==> src/rtl/pci_pkg.sv <==
`default_nettype none
// +----------------------------------------------------------------------+
// | pci_pkg : shared commands, active-low levels and FSM states          |
// | Rev 1.0                                                              |
// +----------------------------------------------------------------------+
package pci_pkg;

  localparam logic [3:0] CMD_MEM_READ  = 4'b0110;
  localparam logic [3:0] CMD_MEM_WRITE = 4'b0111;

  localparam logic ASSERT   = 1'b0;
  localparam logic DEASSERT = 1'b1;

  typedef enum logic [2:0] {
    IDLE    = 3'd0,
    WR_DATA = 3'd1,
    RD_TURN = 3'd2,
    RD_DATA = 3'd3,
    DISC    = 3'd4,
    IGNORE  = 3'd5
  } state_e;

endpackage
`default_nettype wire

==> src/rtl/pci_target_mem.sv <==
`default_nettype none
// +----------------------------------------------------------------------+
// | pci_target_mem : DEPTH x 32 byte-writable store, async read port     |
// | Rev 1.0                                                              |
// +----------------------------------------------------------------------+
module pci_target_mem #(
  parameter int DEPTH = 16,
  localparam int IDX_W = $clog2(DEPTH)
) (
  input  logic             CLK,
  input  logic             we,
  input  logic [3:0]       be,
  input  logic [IDX_W-1:0] wr_idx,
  input  logic [31:0]      wr_data,
  input  logic [IDX_W-1:0] rd_idx,
  output logic [31:0]      rd_data
);

  logic [31:0] mem_q [DEPTH];

  // Contents are deliberately left out of reset so data survives an RST pulse.
  always_ff @(posedge CLK) begin
    if (we) begin
      for (int b = 0; b < 4; b++) begin
        if (be[b]) mem_q[wr_idx][8*b +: 8] <= wr_data[8*b +: 8];
      end
    end
  end

  assign rd_data = mem_q[rd_idx];

endmodule
`default_nettype wire

==> src/rtl/pci_target_responder.sv <==
`default_nettype none
// +----------------------------------------------------------------------+
// | pci_target_responder : PCI memory target with local word store       |
// | Rev 1.0                                                              |
// +----------------------------------------------------------------------+
module pci_target_responder
  import pci_pkg::*;
#(
  parameter logic [31:0] BASE_ADDR = 32'h0000_1000,
  parameter int          DEPTH     = 16,
  parameter int          CNT_W     = 5
) (
  input  logic             CLK,
  input  logic             RST,
  input  logic             FRAME_n,
  input  logic             IRDY_n,
  input  logic [3:0]       CBE_n,
  input  logic [31:0]      AD_in,
  output logic [31:0]      AD_out,
  output logic             AD_oe,
  output logic             DEVSEL_n,
  output logic             TRDY_n,
  output logic             STOP_n,
  output logic [CNT_W-1:0] xfer_count,
  output logic             done
);

  localparam int              IDX_W    = $clog2(DEPTH);
  localparam logic [IDX_W-1:0] LAST_IDX = IDX_W'(DEPTH - 1);

  state_e             state_q, state_d;
  logic [IDX_W-1:0]   idx_q, idx_d;
  logic               frame_prev_q;
  logic               devsel_n_q, devsel_n_d;
  logic               trdy_n_q, trdy_n_d;
  logic               stop_n_q, stop_n_d;
  logic               ad_oe_q, ad_oe_d;
  logic [31:0]        ad_out_q, ad_out_d;
  logic               done_q, done_d;
  logic [CNT_W-1:0]   xfer_count_q, xfer_count_d;

  logic               xfer, hit, mem_we;
  logic [IDX_W-1:0]   addr_idx, idx_inc, rd_idx;
  logic [31:0]        rd_data;
  logic               unused_ad_lsbs;

  assign xfer     = (IRDY_n == ASSERT) && (trdy_n_q == ASSERT);
  assign addr_idx = AD_in[IDX_W+1:2];
  assign hit      = (AD_in[31:IDX_W+2] == BASE_ADDR[31:IDX_W+2]);
  assign idx_inc  = idx_q + IDX_W'(1);
  assign mem_we   = (state_q == WR_DATA) && xfer;
  // RD_DATA prefetches the next word so it lands on AD at the xfer edge.
  assign rd_idx   = (state_q == RD_DATA) ? idx_inc : idx_q;
  assign unused_ad_lsbs = ^AD_in[1:0];

  pci_target_mem #(.DEPTH(DEPTH)) u_mem (
    .CLK     (CLK),
    .we      (mem_we),
    .be      (~CBE_n),
    .wr_idx  (idx_q),
    .wr_data (AD_in),
    .rd_idx  (rd_idx),
    .rd_data (rd_data)
  );

  always_comb begin
    state_d      = state_q;
    idx_d        = idx_q;
    devsel_n_d   = devsel_n_q;
    trdy_n_d     = trdy_n_q;
    stop_n_d     = stop_n_q;
    ad_oe_d      = ad_oe_q;
    ad_out_d     = ad_out_q;
    done_d       = 1'b0;
    xfer_count_d = xfer_count_q;
    unique case (state_q)
      IDLE: begin
        if ((FRAME_n == ASSERT) && frame_prev_q) begin
          idx_d        = addr_idx;
          xfer_count_d = '0;
          if (hit && (CBE_n == CMD_MEM_WRITE)) begin
            state_d    = WR_DATA;
            devsel_n_d = ASSERT;
            trdy_n_d   = ASSERT;
            stop_n_d   = (addr_idx == LAST_IDX) ? ASSERT : DEASSERT;
          end else if (hit && (CBE_n == CMD_MEM_READ)) begin
            state_d    = RD_TURN;
            devsel_n_d = ASSERT;
          end else begin
            state_d    = IGNORE;
          end
        end
      end
      RD_TURN: begin
        state_d  = RD_DATA;
        ad_out_d = rd_data;
        ad_oe_d  = 1'b1;
        trdy_n_d = ASSERT;
        stop_n_d = (idx_q == LAST_IDX) ? ASSERT : DEASSERT;
      end
      WR_DATA, RD_DATA: begin
        if (xfer) begin
          xfer_count_d = xfer_count_q + CNT_W'(1);
          if (FRAME_n == DEASSERT) begin
            state_d    = IDLE;
            devsel_n_d = DEASSERT;
            trdy_n_d   = DEASSERT;
            stop_n_d   = DEASSERT;
            ad_oe_d    = 1'b0;
            done_d     = 1'b1;
          end else if (idx_q == LAST_IDX) begin
            // Last word taken with FRAME still low: hold STOP until it rises.
            state_d  = DISC;
            trdy_n_d = DEASSERT;
            stop_n_d = ASSERT;
            ad_oe_d  = 1'b0;
          end else begin
            idx_d    = idx_inc;
            stop_n_d = (idx_inc == LAST_IDX) ? ASSERT : DEASSERT;
            if (state_q == RD_DATA) ad_out_d = rd_data;
          end
        end
      end
      DISC: begin
        if (FRAME_n == DEASSERT) begin
          state_d    = IDLE;
          devsel_n_d = DEASSERT;
          trdy_n_d   = DEASSERT;
          stop_n_d   = DEASSERT;
          ad_oe_d    = 1'b0;
          done_d     = 1'b1;
        end
      end
      IGNORE: begin
        if ((FRAME_n == DEASSERT) && (IRDY_n == DEASSERT)) state_d = IDLE;
      end
      default: state_d = IDLE;
    endcase
  end

  always_ff @(posedge CLK) begin
    if (!RST) begin
      state_q      <= IDLE;
      idx_q        <= '0;
      frame_prev_q <= 1'b0;
      devsel_n_q   <= DEASSERT;
      trdy_n_q     <= DEASSERT;
      stop_n_q     <= DEASSERT;
      ad_oe_q      <= 1'b0;
      ad_out_q     <= '0;
      done_q       <= 1'b0;
      xfer_count_q <= '0;
    end else begin
      state_q      <= state_d;
      idx_q        <= idx_d;
      frame_prev_q <= FRAME_n;
      devsel_n_q   <= devsel_n_d;
      trdy_n_q     <= trdy_n_d;
      stop_n_q     <= stop_n_d;
      ad_oe_q      <= ad_oe_d;
      ad_out_q     <= ad_out_d;
      done_q       <= done_d;
      xfer_count_q <= xfer_count_d;
    end
  end

  assign AD_out     = ad_out_q;
  assign AD_oe      = ad_oe_q;
  assign DEVSEL_n   = devsel_n_q;
  assign TRDY_n     = trdy_n_q;
  assign STOP_n     = stop_n_q;
  assign xfer_count = xfer_count_q;
  assign done       = done_q;

endmodule
`default_nettype wire

==> config.mk <==
export PLATFORM = sky130hd
export DESIGN_NAME = pci_target_responder
export DESIGN_NICKNAME = d
export VERILOG_FILES = /design/src/rtl/pci_pkg.sv /design/src/rtl/pci_target_mem.sv /design/src/rtl/pci_target_responder.sv
export SDC_FILE = /design/constraint.sdc
export NUM_CORES = 1
export LEC_CHECK = 0
export ABC_AREA = 1
export CAP_MARGIN = 10
export CORE_MARGIN = 5
export CORE_UTILIZATION = 35
export CTS_BUF_LIST = sky130_fd_sc_hd__clkbuf_4
export CTS_CLUSTER_SIZE = 8
export DETAILED_ROUTE_END_ITERATION = 6
export HOLD_SLACK_MARGIN = 0.06
export SETUP_SLACK_MARGIN = 0.1
export SLEW_MARGIN = 30
export SYNTH_ARGS = -nofsm -noshare
export SYNTH_HDL_FRONTEND = slang
export SYNTH_SLANG_ARGS = --single-unit
==> constraint.sdc <==
create_clock -name CLK -period 1.9 [get_ports CLK]
set_input_delay 0.38 -clock CLK [delete_from_list [all_inputs] [get_ports CLK]]
set_output_delay 0.38 -clock CLK [all_outputs]
set_load 0.01 [all_outputs]
==> key figures, run 1 <==
Setup path
  • Worst Setup Path Type: flop to flop
  • Cell Chain, Critical Path: inv_6, nand3_4, buf_6, o21ai_4, buf_6, clkbuf_16, buf_12, nand3_1, nand3_2, nand3_2, nand2_1, inv_1
  • Worst setup SP type: flop
  • Critical path buffer and inverter count: 6
  • Largest fanout on the critical path: 6
  • Slowest cell on crit path: sky130_fd_sc_hd__dfxtp_4
  • Kind of cell adding the most delay to the critical path: buffers and inverters
  • CP endpoint kind: flop
  • Worst path arrival time: 2.82 ns
  • Worst path max stage delay: 0.37 ns
  • Required time of the critical path: 2.74 ns

Drt
  • Final ANT Viol Nets: 0
  • Routed length per instance: 19.9 um
  • Number of iterations in the first detailed-routing pass: 7
  • Vias: 19600
  • Remaining DRCs: 0
  • Total wire length: 78800 um
  • Number of DRC violations after detailed-routing iteration 0: 2116
  • Vias per cell: 4.96

Synthesis
  • Flip-flop and latch count after synthesis: 562
  • Leading cell type by number of instances after synthesis: sky130_fd_sc_hd__nand3_1
  • Largest cells by area after synthesis: sky130_fd_sc_hd__edfxtp_1 61%, sky130_fd_sc_hd__nand3_1 10%, sky130_fd_sc_hd__nand2_1 7.3%
  • Area share of the largest cell type after synthesis: 60.9%
  • Post-synthesis cell count: 2480
  • Number of synthesized flops with an enable pin: 512
  • Cell type with the largest total area after synthesis: sky130_fd_sc_hd__edfxtp_1
  • Synthesized Nets: 2525
  • Share of the yosys chip area belonging to registers: 64.9%
  • Top flip-flop cell by instance count after synthesis: sky130_fd_sc_hd__edfxtp_1
  • FFs w/ async S/R, synth: 0%
  • Combined area of all synthesized cells: 25200 um2
  • Post-synthesis average cell area: 10.2 um2
  • Unique masters post-synth: 36
  • Most instantiated cells after synthesis: 529 x sky130_fd_sc_hd__nand3_1, 512 x sky130_fd_sc_hd__edfxtp_1, 492 x sky130_fd_sc_hd__nand2_1
  • Synthesis Warnings: 0

Clock tree
  • Max Root-Sink Buffers: 3
  • Number of clock buffers inserted by TritonCTS: 148
  • Clock tree from TritonCTS: built
  • Clock Tree Root: sky130_fd_sc_hd__clkbuf_4
  • Clock transition at the registers of the reported paths: 0.07 ns
  • Clock sinks: 562
  • Source-to-sink clock delay at the later pin of the worst-skew pair: 0.98 ns
  • H-Tree Depth: 4

STA
  • Final Slew Violations: 0
  • Worst slew margin relative to its limit: 67.1%
  • Final Hold Vio Count: 0
  • Worst clock skew: 0.0463 ns
  • Post-route setup slack: -0.0792 ns
  • Actual slew at the worst max-slew pin: 0.493 ns
  • Final worst path period need: 1.98 ns
  • Fmax: 505 MHz
  • RSZ-0062 raised after global routing: true
  • Sum Neg Setup Slack: -3.60 ns
  • Fraction of the cycle the final worst path needs: 104%
  • Final setup fails: 160

Pwr
  • Largest vdd supply drop: 564 uV
  • Post-layout power: 34.5 mW
  • P_leak: 14.3 nW
  • Cell area power density: 1020 nW/um2

Floorplan
  • Row count: 98
  • Area of the die: 77600 um2
  • I/O pins: 82
  • Die outline width: 279 um
  • Initial standard-cell utilization of the core: 35.3%
  • Y dimension of the die: 279 um
  • Core footprint: 71500 um2

Global routing
  • GRT overflow: 0
  • Via count of the first global-routing pass: 19300
  • Maximum number of pins on one net before global-route repair: 33
  • Global-route wire length before repair: 113000 um
  • Gr usage total: 18.9%
  • Number of antenna violations at the first check in global routing: 2

Cells and area
  • Utilization after layout: 47.2%
  • Synthesis-to-layout area growth: 33.8%
  • Sequential Area: 16400 um2
  • Post-layout nets: 2942
  • Final-layout fill cell count: 6360
  • Multi-input gate area: 7780 um2
  • Layout cell share with drive strength beyond 1: 30.6%

Outcome
  • Violated checks: setup timing
  • Outcome: finished with violations

Run
  • Number of maximum-capacitance constraint violations: 0

Place
  • Gp weighted congestion: 0.891
  • Detailed-placement wirelength estimate: 45500 um
  • Number of port buffers: 81

Worst hold path
  • Min-delay worst type: input port to flop
[final timing paths]
| kind | from | endpoint | slack [ns] | cells after the start |
|---|---|---|---|---|
| setup reg to reg | state_q[2] | AD_out[7] | -0.08 | 12 |
| hold reg to reg | AD_oe | AD_oe | 0.50 | 2 |
| hold / removal | AD_in[0] | u_mem.mem_q[7][0] | 0.20 | 2 |
| setup / recovery | state_q[2] | AD_out[7] | -0.08 | 12 |
[cells by family (layout without fill, tap and decap cells)]
family / after synthesis / count (layout) / synth area share, %
flip-flops: 562 / 562 / 64.9
XOR/XNOR: 5 / 5 / 0.174
buffers and inverters: 615 / 1135 / 10.3
AND/OR/NAND/NOR: 1227 / 1230 / 22.6
adder cells (fa/ha/maj): 5 / 5 / 0.248
AO/OA/AOI/OAI: 66 / 66 / 1.71
other: 0 / 2 / 0
[per-stage QoR]
step                area [um2]  std cells  hold WS (ns)  setup slack (ns)
floorplan                25600       2480         0.479            0.0995
global placement         29000       3602         0.489            -0.642
detailed placement       29000       3602         0.482            -0.558
CTS                      32100       3913         0.106           -0.0423
global route             33800       3955         0.126            -0.163
finish                   33800       3955         0.205           -0.0792
[layout make-up]
| cell class | instances | share of cell area [%] |
|---|---|---|
| Sequential cell | 562 | 48.7 |
| Multi-Input combinational cell | 1306 | 23.0 |
| Timing Repair Buffer | 400 | 13.9 |
| Inverter | 479 | 5.38 |
| Clock buffer | 225 | 5.00 |
| Tap cell | 950 | 3.52 |
| Clock inverter | 31 | 0.445 |
| Antenna cell | 2 | 0.0148 |
[where the power goes]
part,internal (mW),total (mW),leakage (nW),switching (mW)
Clock,5.50,10.4,1.12,4.86
Sequential,13.5,13.6,5.02,0.0893
Combinational,4.40,10.5,8.13,6.10
[layer usage]
metal	share of wire (%)	track usage, %
met1	41	24.5
met3	7.5	4.11
met4	3.6	7.23
met5	0	0
met2	48	31.2
[layout by cell type, fill, tap and decap left out, types with 48 or more instances in the layout]
cell type and n:
sky130_fd_sc_hd__nand2_1 459, sky130_fd_sc_hd__buf_12 48, sky130_fd_sc_hd__nand3_2 163, sky130_fd_sc_hd__inv_1 469
sky130_fd_sc_hd__nand3_1 365, sky130_fd_sc_hd__buf_4 201, sky130_fd_sc_hd__nand3b_1 96, sky130_fd_sc_hd__clkbuf_4 225
sky130_fd_sc_hd__edfxtp_1 512, sky130_fd_sc_hd__buf_6 67
[registers in the layout, indices dropped and copies added (netlist names)]
signal / flops
u_mem.mem_q: 512
AD_oe: 1
AD_out: 32
idx_q: 4
xfer_count: 5
done: 1
state_q: 3
TRDY_n: 1
frame_prev_q: 1
DEVSEL_n: 1
STOP_n: 1
[timing repair]
action,4_1_cts,5_1_grt
endpoints found under the hold margin,50,0
setup buffers,35,22
gates resized for setup,332,241
pin swaps,10,73
setup endpoints to repair,599,601
cloned,18,19
hold buffers,2,0
Power figures use the tool's default switching activity.
==> run 2: changes to the inputs <==
--- a/config.mk
+++ b/config.mk
@@ -5,7 +5,6 @@
 export SDC_FILE = /design/constraint.sdc
 export NUM_CORES = 1
 export LEC_CHECK = 0
-export ABC_AREA = 1
 export CAP_MARGIN = 10
 export CORE_MARGIN = 5
 export CORE_UTILIZATION = 35
==> key figures, run 2 <==
Outcome
  • Outcome: finished with violations (unchanged)
  • Violated checks: setup timing (unchanged)

Pwr
  • Cell area power density: 940 nW/um2 (was 1020 nW/um2)
  • Largest vdd supply drop: 610 uV (was 564 uV)
  • Post-layout power: 35.2 mW (was 34.5 mW)
  • P_leak: 12.4 nW (was 14.3 nW)

Setup path
  • Reg-to-Reg Start: state_q[1] (was state_q[2])
  • Destination of the critical timing path: AD_out[13] (was AD_out[7])
  • Worst path arrival time: 3.14 ns (was 2.82 ns)
  • CP startpoint: state_q[1] (was state_q[2])
  • Largest fanout on the critical path: 8 (was 6)
  • Reg-to-reg critical path endpoint: AD_out[13] (was AD_out[7])
  • Required time of the critical path: 2.73 ns (was 2.74 ns)
  • Worst Setup Path Type: flop to flop (unchanged)
  • Register-to-register path setup slack: -0.41 ns (was -0.08 ns)
  • CP endpoint kind: flop (unchanged)
  • Worst setup SP type: flop (unchanged)
  • Path depth of the worst reg2reg path: 8 (was 12)

Synthesis
  • Synthesis Warnings: 0 (unchanged)
  • FFs w/ async S/R, synth: 0% (unchanged)
  • Dominant combinational cell family by area after synthesis: multiplexers (was simple AND/OR/NAND/NOR gates)
  • Post-synthesis average cell area: 13.7 um2 (was 10.2 um2)
  • Post-synthesis xor/xnor area fraction: 0.231% (was 0.174%)
  • Combined area of all synthesized cells: 27100 um2 (was 25200 um2)
  • Synthesized Nets: 2028 (was 2525)
  • Top flip-flop cell by instance count after synthesis: sky130_fd_sc_hd__edfxtp_1 (unchanged)
  • Post-synthesis cell count: 1983 (was 2480)
  • Compound-Gate Fraction of Synth Area: 14.3% (was 1.71%)
  • Share of the yosys chip area belonging to registers: 60.4% (was 64.9%)
  • Number of synthesized flops with an enable pin: 512 (unchanged)
  • Unique masters post-synth: 73 (was 36)
  • Share of synthesized cell area in and, or, nand and nor gates: 6.70% (was 22.6%)
  • Cell type with the largest total area after synthesis: sky130_fd_sc_hd__edfxtp_1 (unchanged)
  • Flip-flop and latch count after synthesis: 562 (unchanged)
  • Leading cell type by number of instances after synthesis: sky130_fd_sc_hd__edfxtp_1 (was sky130_fd_sc_hd__nand3_1)
  • Area share of the largest cell type after synthesis: 56.7% (was 60.9%)
  • Most instantiated cells after synthesis: 512 x sky130_fd_sc_hd__edfxtp_1, 279 x sky130_fd_sc_hd__mux2i_1, 187 x sky130_fd_sc_hd__o32ai_1 (was 529 x sky130_fd_sc_hd__nand3_1, 512 x sky130_fd_sc_hd__edfxtp_1, 492 x sky130_fd_sc_hd__nand2_1)
  • Share of synthesized area spent on multiplexers: 14.5% (was 0%)
  • Largest cells by area after synthesis: sky130_fd_sc_hd__edfxtp_1 57%, sky130_fd_sc_hd__mux2i_1 10%, sky130_fd_sc_hd__o32ai_1 6.0% (was sky130_fd_sc_hd__edfxtp_1 61%, sky130_fd_sc_hd__nand3_1 10%, sky130_fd_sc_hd__nand2_1 7.3%)
  • Adder and majority gate portion of the synthesized area: 0.231% (was 0.248%)

Global routing
  • Number of antenna violations at the first check in global routing: 3 (was 2)
  • Maximum number of pins on one net before global-route repair: 56 (was 33)
  • Met1 usage in global routing: 28.8% (was 24.5%)
  • Routing layer with the top usage in global route: met2 (unchanged)
  • Gr usage total: 22.8% (was 18.9%)
  • GRT overflow: 0 (unchanged)
  • Global-route wire length before repair: 140000 um (was 113000 um)
  • GR met3 Demand/Resource: 4.78% (was 4.11%)
  • Fraction of met2 tracks used by global routing: 37.2% (was 31.2%)
  • Via count of the first global-routing pass: 21500 (was 19300)

Drt
  • Final ANT Viol Nets: 0 (unchanged)
  • Number of DRC violations after detailed-routing iteration 0: 2056 (was 2116)
  • Routed length per instance: 27.1 um (was 19.9 um)
  • Number of iterations in the first detailed-routing pass: 5 (was 7)
  • Remaining DRCs: 0 (unchanged)
  • Vias: 21600 (was 19600)
  • Total wire length: 98400 um (was 78800 um)
  • Vias per cell: 5.94 (was 4.96)

STA
  • Final Hold Vio Count: 0 (unchanged)
  • Worst slew margin relative to its limit: 57.4% (was 67.1%)
  • Post-route setup slack: -0.406 ns (was -0.0792 ns)
  • Fmax: 434 MHz (was 505 MHz)
  • Final setup fails: 141 (was 160)
  • Fraction of the cycle the final worst path needs: 121% (was 104%)
  • Final Slew Violations: 0 (unchanged)
  • Worst clock skew: 0.0722 ns (was 0.0463 ns)
  • Actual slew at the worst max-slew pin: 0.633 ns (was 0.493 ns)
  • Final worst path period need: 2.31 ns (was 1.98 ns)
  • Sum Neg Setup Slack: -13.85 ns (was -3.60 ns)
  • RSZ-0062 raised after global routing: true (unchanged)

Place
  • Detailed-placement wirelength estimate: 64500 um (was 45500 um)
  • Number of port buffers: 81 (unchanged)
  • Cell area after placement: 32700 um2 (was 29000 um2)
  • Gp weighted congestion: 0.874 (was 0.891)
  • Pre-CTS WS: -0.999 ns (was -0.558 ns)

Clock tree
  • H-Tree Depth: 4 (unchanged)
  • Clock tree from TritonCTS: built (unchanged)
  • Source-to-sink clock delay at the later pin of the worst-skew pair: 1.02 ns (was 0.98 ns)
  • Clock transition at the registers of the reported paths: 0.06 ns (was 0.07 ns)
  • Clock sinks: 562 (unchanged)
  • Max Root-Sink Buffers: 3 (unchanged)
  • Number of clock buffers inserted by TritonCTS: 153 (was 148)
  • Clock Tree Root: sky130_fd_sc_hd__clkbuf_4 (unchanged)

Cells and area
  • Most used cells in the layout excluding fill and tap cells: 512 x sky130_fd_sc_hd__edfxtp_1, 274 x sky130_fd_sc_hd__mux2i_1, 257 x sky130_fd_sc_hd__buf_4, 239 x sky130_fd_sc_hd__clkbuf_4, 144 x sky130_fd_sc_hd__o32ai_1 (was 512 x sky130_fd_sc_hd__edfxtp_1, 469 x sky130_fd_sc_hd__inv_1, 459 x sky130_fd_sc_hd__nand2_1, 365 x sky130_fd_sc_hd__nand3_1, 225 x sky130_fd_sc_hd__clkbuf_4)
  • Number of flip-flops under the largest register name: 512 (unchanged)
  • Post-layout nets: 2508 (was 2942)
  • Synthesis-to-layout area growth: 38.0% (was 33.8%)
  • Cell area after layout: 37400 um2 (was 33800 um2)
  • Utilization after layout: 48.5% (was 47.2%)
  • Largest register by flop count: u_mem.mem_q (unchanged)
  • Layout cell share with drive strength beyond 1: 41.3% (was 30.6%)
  • Leading cell type in the layout, fill and taps excluded: sky130_fd_sc_hd__edfxtp_1 (unchanged)

Floorplan
  • Core footprint: 77200 um2 (was 71500 um2)
  • Area of the die: 83200 um2 (was 77600 um2)
  • Initial standard-cell utilization of the core: 35.1% (was 35.3%)
  • I/O pins: 82 (unchanged)
  • Die outline width: 288 um (was 279 um)
  • Y dimension of the die: 288 um (was 279 um)
  • Row count: 102 (was 98)

Run
  • Number of maximum-capacitance constraint violations: 0 (unchanged)

Worst hold path
  • Min-delay worst type: input port to flop (unchanged)
-- run 2: changes by cell type in the layout (fill, tap and decap cells not counted), sizes merged, moves of 45 or more --
cell	previous run	this run
a211oi	1	48
a31oi	0	50
buf	337	464
inv	482	13
mux2i	0	279
mux4	0	45
nand2	500	65
nand3	531	29
nand3b	96	1
nor2b	0	52
nor3	4	72
o21ai	13	69
o32ai	0	187
-- run 2: power breakdown --
part,internal (mW),leakage [nW],switching (mW)
Clock,6.02,1.22,5.38
Combinational,4.73,6.16,5.45
Sequential,13.5,5.03,0.0851
Total,24.3,12.4,10.9
-- run 2: area by class of cell --
class,instances,area (um2)
timing repair buffer,516,6260
fill,6593,39800
clock buffer,238,1790
tap,1040,1300
sequential,562,16500
clock inverter,40,268
inverter,6,32.5
antenna,5,12.5
multi-input combinational,1224,11300
-- run 2: stage by stage --
stage | hold slack (ns) | std cells
after floorplan | 0.479 | 1983
after global placement | 0.487 | 3252
after detailed placement | 0.492 | 3252
after CTS | 0.0626 | 3596
after global routing | 0.0779 | 3630
final | 0.145 | 3631
-- run 2: worst min-delay path by stage --
| stage | start | end | slack [ns] | depth (start not counted) |
|---|---|---|---|---|
| 2_1_floorplan | AD_in[0] | u_mem.mem_q[0][0] | 0.48 | 0 |
| 3_3_place_gp | AD_oe | AD_oe | 0.49 | 2 |
| 3_5_place_dp | AD_oe | AD_oe | 0.49 | 2 |
| 4_1_cts | AD_in[27] | u_mem.mem_q[6][27] | 0.06 | 1 |
| 5_1_grt | AD_in[30] | u_mem.mem_q[4][30] | 0.08 | 2 |
| 6_report | AD_in[9] | u_mem.mem_q[14][9] | 0.14 | 2 |
-- run 2: repair_timing --
action / 4_1_cts / 5_1_grt
pin swaps: 64 / 45
cloned: 11 / 6
gates resized for setup: 444 / 73
hold buffers: 3 / 0
hold endpoints to repair: 49 / 0
buffers inserted: 53 / 26
endpoints found under the setup margin: 599 / 591
-- run 2: cells by family (layout without fill, tap and decap cells) --
logic type               count (synthesis)  in the layout
flip-flops                             562            562
AO/OA/AOI/OAI                          516            516
AND/OR/NAND/NOR                        362            362
multiplexers                           336            336
buffers and inverters                  197            800
adder cells (fa/ha/maj)                  5              5
XOR/XNOR                                 5              5
other                                    0              5
-- run 2: critical path: stages (launching register included) --
cell and delay [ns]:
sky130_fd_sc_hd__dfxtp_1 0.38, sky130_fd_sc_hd__buf_6 0.17, sky130_fd_sc_hd__nand3b_1 0.21, sky130_fd_sc_hd__buf_4 0.24, sky130_fd_sc_hd__o21ai_4 0.28, sky130_fd_sc_hd__buf_4 0.29
sky130_fd_sc_hd__a21oi_2 0.10, sky130_fd_sc_hd__a311oi_4 0.35, sky130_fd_sc_hd__a31oi_2 0.16
-- run 2: per-layer routing --
layer | share of wire (%) | vias up | wire length [um]
met2 | 48 | 1124 | 46800
li1 | - | 9267 | -
met4 | 5.4 | 0 | 5310
met1 | 39 | 10900 | 38400
met5 | 0 | - | 0
met3 | 8.1 | 264 | 7950
